--- src/rtl/pll_lock_reset_sequencer.sv ---
// PLL lock qualifier with staggered per-channel reset release,
// programmable clock-enable strobes and lock-loss counting.
module pll_lock_reset_sequencer #(
  parameter int NUM_CH      = 3,
  parameter int DIV_W       = 8,
  parameter int LOCK_STABLE = 16,
  parameter int STAGGER     = 4
) (
  input  logic                    clock,
  input  logic                    reset,
  input  logic                    pll_locked,
  input  logic [NUM_CH*DIV_W-1:0] div_ratio,
  output logic [NUM_CH-1:0]       rst_out,
  output logic [NUM_CH-1:0]       ce,
  output logic                    ready,
  output logic [7:0]              lock_loss_count
);

  localparam int SW = $clog2(LOCK_STABLE + 1);
  localparam int TW = $clog2(STAGGER + 1);
  localparam int IW = $clog2(NUM_CH + 1);

  typedef enum logic [1:0] {
    WAIT_LOCK,
    STABLE,
    RELEASE,
    RUN
  } state_t;

  state_t state;

  logic [1:0]        sync;
  logic              lk;
  logic [SW-1:0]     stable_cnt;
  logic [TW-1:0]     stag_cnt;
  logic [IW-1:0]     idx;
  logic              lk_loss;
  logic [NUM_CH-1:0] rel;

  logic [DIV_W-1:0]  cnt   [NUM_CH];
  logic [DIV_W-1:0]  div_q [NUM_CH];

  assign lk = sync[1];

  always_ff @(posedge clock) begin
    if (reset) sync <= '0;
    else       sync <= {sync[0], pll_locked};
  end

  assign lk_loss = !lk && (state == RELEASE || state == RUN);

  // One-hot channel released on this edge; empty whenever lk is low.
  always_comb begin
    rel = '0;
    if (lk) begin
      unique case (state)
        STABLE:
          if (stable_cnt == SW'(LOCK_STABLE - 1))
            rel = NUM_CH'(1);
        RELEASE:
          if (stag_cnt == TW'(STAGGER - 1))
            rel = NUM_CH'(1) << idx;
        default: rel = '0;
      endcase
    end
  end

  always_ff @(posedge clock) begin
    if (reset) begin
      state           <= WAIT_LOCK;
      stable_cnt      <= '0;
      stag_cnt        <= '0;
      idx             <= '0;
      rst_out         <= '1;
      ready           <= 1'b0;
      lock_loss_count <= '0;
    end else if (lk_loss) begin
      state      <= WAIT_LOCK;
      stable_cnt <= '0;
      rst_out    <= '1;
      ready      <= 1'b0;
      if (lock_loss_count != 8'hff)
        lock_loss_count <= lock_loss_count + 8'd1;
    end else begin
      unique case (state)
        WAIT_LOCK: begin
          stable_cnt <= '0;
          if (lk) state <= STABLE;
        end
        STABLE: begin
          if (!lk) begin
            state      <= WAIT_LOCK;
            stable_cnt <= '0;
          end else if (rel[0]) begin
            rst_out  <= rst_out & ~rel;
            stag_cnt <= '0;
            idx      <= IW'(1);
            state    <= (NUM_CH == 1) ? RUN : RELEASE;
          end else begin
            stable_cnt <= stable_cnt + SW'(1);
          end
        end
        RELEASE: begin
          if (|rel) begin
            rst_out  <= rst_out & ~rel;
            stag_cnt <= '0;
            idx      <= idx + IW'(1);
            if (idx == IW'(NUM_CH - 1))
              state <= RUN;
          end else begin
            stag_cnt <= stag_cnt + TW'(1);
          end
        end
        RUN: ready <= 1'b1;
      endcase
    end
  end

  // Divider value is captured on the release edge only.
  always_ff @(posedge clock) begin
    for (int i = 0; i < NUM_CH; i++) begin
      if (reset) begin
        cnt[i]   <= '0;
        div_q[i] <= '0;
        ce[i]    <= 1'b0;
      end else if (lk_loss) begin
        cnt[i] <= '0;
        ce[i]  <= 1'b0;
      end else begin
        if (rel[i])
          div_q[i] <= div_ratio[i*DIV_W +: DIV_W];
        if (rst_out[i]) begin
          cnt[i] <= '0;
          ce[i]  <= 1'b0;
        end else if (cnt[i] == div_q[i]) begin
          cnt[i] <= '0;
          ce[i]  <= 1'b1;
        end else begin
          cnt[i] <= cnt[i] + DIV_W'(1);
          ce[i]  <= 1'b0;
        end
      end
    end
  end

endmodule
--- config.mk ---
export PLATFORM = sky130hd
export DESIGN_NAME = pll_lock_reset_sequencer
export DESIGN_NICKNAME = d
export VERILOG_FILES = /design/src/rtl/pll_lock_reset_sequencer.sv
export SDC_FILE = /design/constraint.sdc
export NUM_CORES = 1
export LEC_CHECK = 0
export BUFFER_PORTS_ARGS = -buffer_cell sky130_fd_sc_hd__buf_2
export CORE_MARGIN = 4
export CORE_UTILIZATION = 63
export DETAILED_ROUTE_END_ITERATION = 6
export PLACE_DENSITY = 0.94
export SLEW_MARGIN = 20
export SYNTH_ARGS = -nofsm -noshare
export SYNTH_HDL_FRONTEND = slang
export SYNTH_SLANG_ARGS = --single-unit
--- constraint.sdc ---
create_clock -name clock -period 3.69 [get_ports clock]
set_input_delay 0.1845 -clock clock [delete_from_list [all_inputs] [get_ports clock]]
set_output_delay 0.1845 -clock clock [all_outputs]
set_load 0.01 [all_outputs]
* After elaboration in Yosys (flattened, before gate mapping)
Memory sizes are Yosys's and may differ from the RTL's.
Cells that the tools add are included.
** Operators by class
- Add/subtract/negate cells :: 7
- Equal/unequal tests :: 17
- Shifts and indexed selects :: 1
- Muxes and demuxes :: 99
- Bitwise operators :: 18
- Reduce and logical (&&, ||, !) cells :: 15
** Operators by type and width (count)
- 2-to-1 mux 8 bit :: 15
- 2-to-1 mux 1 bit :: 60
- adder 8 x 1 -> 8 bit, second input constant :: 4
- equality test 8 bit :: 3
- 2-to-1 mux 3 bit :: 8
- case mux 3 bit (2 select lines) :: 3
- 2-to-1 mux 2 bit :: 8
- bitwise OR 1 bit :: 15
- 2-to-1 mux 5 bit :: 2
- case mux 5 bit (2 select lines) :: 1
- AND reduction 5 bit :: 2
- inequality test 8 bit, second input constant :: 1
- AND reduction 4 bit :: 2
- equality test 2 bit, second input constant :: 3
- inequality test 2 bit, second input constant :: 3
- inequality test 3 bit, second input constant :: 2
- case mux 2 bit (3 select lines) :: 1
- adder 5 x 1 -> 5 bit, second input constant :: 1
- equality test 5 x 4 -> 1 bit, second input constant :: 1
- inequality test 2 x 1 -> 1 bit, second input constant :: 2
- case mux 2 bit (2 select lines) :: 1
- AND reduction 2 bit :: 2
- nonzero test 2 bit :: 2
- adder 3 x 1 -> 3 bit, second input constant :: 1
- 14 further kinds :: 14
** Storage, ports and cells
- Flip-flop bits (word level) :: 29
- Bits in writable memories :: 48
- Input bits :: 27
- Output and inout bits :: 15
- Logic and storage cells :: 168
- Memories :: 2
** Memory list
- cnt :: words 3, width 8, rd ports 3, clocked after memory_dff 0, write ports 3, RTL line 40 : logic [DIV_W-1:0] cnt [NUM_CH];
- div_q :: words 3, width 8, rd ports 3, clocked after memory_dff 0, write ports 3, RTL line 41 : logic [DIV_W-1:0] div_q [NUM_CH];

* Logic depth before layout (Yosys ltp)
- Depth in word-level cells :: 10
- Mapped depth :: 7
- Depth with buffers taken out :: 7

* Worst setup path before layout
Ideal clock, no wire load.
- Path type :: register -> register
- Start point :: register stable_cnt[0]
- End point :: register state[0]
- Library setup time :: 0.125 ns
- Data arrival time :: 1.740 ns
- Data required time :: 3.565 ns
- Path slack :: 1.824 ns
- Stages on the path, launching flop included :: 8
- Path buffers :: 0
- Period minus slack after synthesis :: 1.866 ns
- Cell sequence :: dfxtp_1 ha_1 and3_1 ha_1 a32o_1 a221o_1 a31oi_2 a211oi_2
** Between the ends
- Longest elaborated chain between the ends :: 7
- Elaborated cells on any way between the ends :: 8
- Classes of those cells :: 3 x eq/ne; 3 x mux; 2 x reduce/logical
** Ends and longest elaborated chain
- start: declaration :: RTL line 34 : logic [SW-1:0] stable_cnt;
- start signal: assignment :: RTL line 100 : stable_cnt <= stable_cnt + SW'(1);
- equality test 5 x 4 -> 1 bit * :: RTL line 58 : if (stable_cnt == SW'(LOCK_STABLE - 1))
- 2-to-1 mux 1 bit * :: RTL line 58
- case mux 3 bit (2 select lines) * :: RTL line 56 : unique case (state)
- 2-to-1 mux 3 bit * :: RTL line 55 : if (lk) begin
- OR reduction 3 bit :: RTL line 104 : if (|rel) begin
- inequality test 2 x 1 -> 1 bit (no source line)
- AND reduction 5 bit (no source line) *
- end signal: assignment :: RTL line 98 : state <= (NUM_CH == 1) ? RUN : RELEASE;
- end: declaration :: RTL line 30 : state_t state;
Mark *: on every way between the ends. The rest lies on a longest branch, timed or not.
A chain may end at the register's enable or synchronous reset.

* Final worst setup path
- Start point :: register state[1]
- End point :: register idx[0]
** Between the ends
- Longest elaborated chain between the ends :: 6
- Elaborated cells on any way between the ends :: 15
- Classes of those cells :: 6 x eq/ne; 3 x mux; 1 x bitwise; 5 x reduce/logical
** Ends and longest elaborated chain
- equality test 2 bit / equality test 2 x 1 -> 1 bit (equally long branches) :: RTL line 50, 56, 85
- case mux 3 bit (2 select lines) :: RTL line 56
- 2-to-1 mux 3 bit :: RTL line 55
- OR reduction 3 bit :: RTL line 104
- inequality test 2 x 1 -> 1 bit (no source line)
- AND reduction 5 bit (no source line)
- end signal: assignment :: RTL line 107 : idx <= idx + IW'(1);
- end: declaration :: RTL line 36 : logic [IW-1:0] idx;
Parallel ways exist; a longest one is shown, timed or not.

==> impl_metrics.py <==
metrics = {
    "run": {
        "max-cap-violations": 0,
    },
    "sta": {
        "tightest_slew_ns": 0.517,
        "whs_ns": 0.0543,
        "timing.slew.headroom_pct": 65.3,
        "finalMaxSlewViolations": 0,
        "max_freq_ghz": 0.443,
        "skew_ns": 0.00929,
        "rsz0062_at_grt": "false",
        "hold_viol": 0,
        "setup_viol": 0,
        "final.setup.tns_ns": 0,
        "fin_crit_sh_pct": 61.2,
        "setup_slack_ns": 1.43,
        "period_needed_ns": 2.26,
    },
    "pwr": {
        "power_leakage_uw": 0.00183,
        "p_sw_share_pct": 22.5,
        "p_sw_uw": 404,
        "p_per_area_nw_per_um2": 397,
        "p_comb_share_pct": 7.5,
        "clkPwrFrac_pct": 39.1,
        "ir_worst_vdd_mv": 0.247,
        "power_frac_seq_pct": 53.5,
        "internal-power_uw": 1390,
    },
    "min_path": {
        "hold_path.startpoint": "pll_locked",
        "min_path_type": "primary input to flop",
        "hold_depth": 2,
    },
    "clocking": {
        "clk_pin_slew_ns": 0.08,
        "cts_max_level": 3,
        "post_cts_buffers": 0,
        "cts_inserted_buffers": 9,
        "root_buffer": "clkbuf_8",
        "postCtsResizedCells": 0,
        "clkLatencyLatePin_ns": 0.35,
        "cts_tree": "yes",
        "cts.sinks": 77,
        "cts_buffer_depth": 2,
        "hold_buffers": 0,
    },
    "detailed_routing": {
        "viasPerCell": 5.48,
        "drcViolationCount": 0,
        "wire_per_inst_microns": 14.7,
        "drt_wl_total_mm": 7.41,
        "drtIter0Drc": 116,
        "vias": 2756,
        "drt_pass1_iterations": 4,
        "drtAntennaViolNets": 0,
    },
    "floorplanning": {
        "ios": 42,
        "coreArea_sq_um": 5990,
        "die_area_sq_um": 7600,
        "num_rows": 28,
        "die_w_microns": 87.2,
        "die_h_microns": 87.2,
        "start_util_pct": 65.9,
    },
    "logic_synthesis": {
        "synth_seq_cells": 77,
        "synth_top_area_cell": "edfxtp_1",
        "synth_flop_cell": "edfxtp_1",
        "synth_top_area_share_pct": 36.5,
        "synth_enable_flop_cells": 48,
        "synthArstFlopShare_pct": 0,
        "seq_area_frac_synth_pct": 51.2,
        "netlist_instances": 355,
        "syn_area_sq_um": 3950,
        "yosysUniqueCellTypes": 60,
        "synth_most_common_cell": "edfxtp_1",
        "synth_area_leaders": "edfxtp_1 36%, dfxtp_1 15%, xor2_1 8.2%, ha_1 5.4%, nor2_1 4.2%",
        "avgSynthCellArea_sq_um": 11.1,
        "ys_warn_count": 0,
        "synthTopCellsByCount": "48 x edfxtp_1, 44 x nor2_1, 37 x xor2_1, 29 x dfxtp_1, 25 x and2_1",
    },
    "worst_setup_path": {
        "crit_path_max_fanout": 13,
        "r2r_cells": 6,
        "startpoint": "state[1]",
        "cp.required_ns": 3.95,
        "r2r-start": "state[1]",
        "rrSetupSlack_ns": 1.43,
        "critPathKind": "flop to flop",
        "critPathLaunchType": "flop",
        "arrival_ns": 2.52,
        "endpoint_kind": "flop",
    },
    "finish": {
        "area_delta_synth_final_pct": 14.2,
        "layout-drive-gt1-share_pct": 17.3,
        "post-route-util_pct": 75.3,
        "layout.nets": 467,
        "n_antenna_cell": 0,
    },
    "placement": {
        "gp_congestion": 0.844,
        "dp_hpwl_mm": 5.49,
        "place_ws_ns": 1.44,
        "numPortBuffers": 41,
    },
    "status": {
        "outcome": "finished clean",
    },
    "global_routing": {
        "grt_max_degree": 24,
        "grt_pass1_wl_mm": 12.6,
        "grt_pass1_vias": 2741,
        "overflow": 0,
        "grt_util_all_layers_pct": 21.4,
        "antenna_found_initial": 0,
    },
}
sequential cells by signal (all words and copies together) (netlist names):
register	cells
lock_loss_count	8
sync	2
idx	2
state	2
stag_cnt	3
div_q	24
cnt	24
stable_cnt	5
ready	1
rst_out	3
ce	3
per-layer routing:
metal | vias up | GRT usage (%) | share of wire [%]
li1 | 1366 | - | -
met1 | 1299 | 26.3 | 41
met2 | 75 | 35.6 | 51
met3 | 16 | 5.49 | 5.3
met4 | 0 | 9.34 | 2.5
met5 | - | 0 | 0
worst paths after layout:
kind,endpoint
hold / removal,sync[0]
setup / recovery,idx[0]
hold reg to reg,sync[1]
setup reg to reg,idx[0]
power by group through the flow:
stage / clock network (uW) / logic [uW] / registers [uW]
after floorplan: 0 / 101 / 970
after global placement: 0 / 125 / 975
after detailed placement: 0 / 130 / 977
after CTS: 706 / 132 / 958
after global routing: 749 / 148 / 961
final: 700 / 134 / 958
placed cells by master, fill, tap and decap left out, types with 3 or more instances in the layout:
cell type / synthesis / routed
a21oi_1: 9 / 9
and2_1: 25 / 25
and3_1: 12 / 12
buf_2: 2 / 41
clkbuf_8: 0 / 10
conb_1: 1 / 24
dfxtp_1: 29 / 29
edfxtp_1: 48 / 48
ha_1: 17 / 17
inv_1: 14 / 14
mux2i_1: 4 / 4
nand2_1: 8 / 8
nand2b_1: 5 / 5
nand3_1: 18 / 18
nand4_1: 4 / 4
nor2_1: 44 / 44
nor2b_1: 3 / 3
nor4_1: 4 / 4
o211ai_1: 6 / 6
or3_1: 3 / 3
xnor2_1: 14 / 14
xor2_1: 37 / 37
through the flow:
| step | cell area (sq um) | cells | power [uW] |
|---|---|---|---|
| after floorplan | 4040 | 378 | 1070 |
| after global placement | 4290 | 487 | 1100 |
| after detailed placement | 4290 | 487 | 1110 |
| after CTS | 4510 | 503 | 1800 |
| after global routing | 4510 | 503 | 1860 |
| final | 4510 | 503 | 1790 |
cells by family after synthesis:
logic type,Yosys count,synth area share [%]
AO/OA/AOI/OAI,42,8.96
XOR/XNOR,51,11.3
adder cells (fa/ha/maj),17,5.38
multiplexers,4,1.01
buffers and inverters,21,2.44
flip-flops,77,51.2
other,1,0.0949
AND/OR/NAND/NOR,142,19.6
critical path, cell delays in order, from the launching register on:
cell	delay, ns
dfxtp_1	0.49
inv_1	0.13
ha_1	0.59
o2111ai_2	0.23
a211oi_2	0.28
o21ai_1	0.15
a221oi_2	0.30
layout make-up:
type                       count  area (sq um)
clock buffer                  12           145
clock inverter                 4          72.6
fill                         380          1480
inverter                      14          52.6
multi-input combinational    280          1920
sequential                    77          2020
tap                           75          93.8
timing repair buffer          41           205
Power figures use the tool's default switching activity.
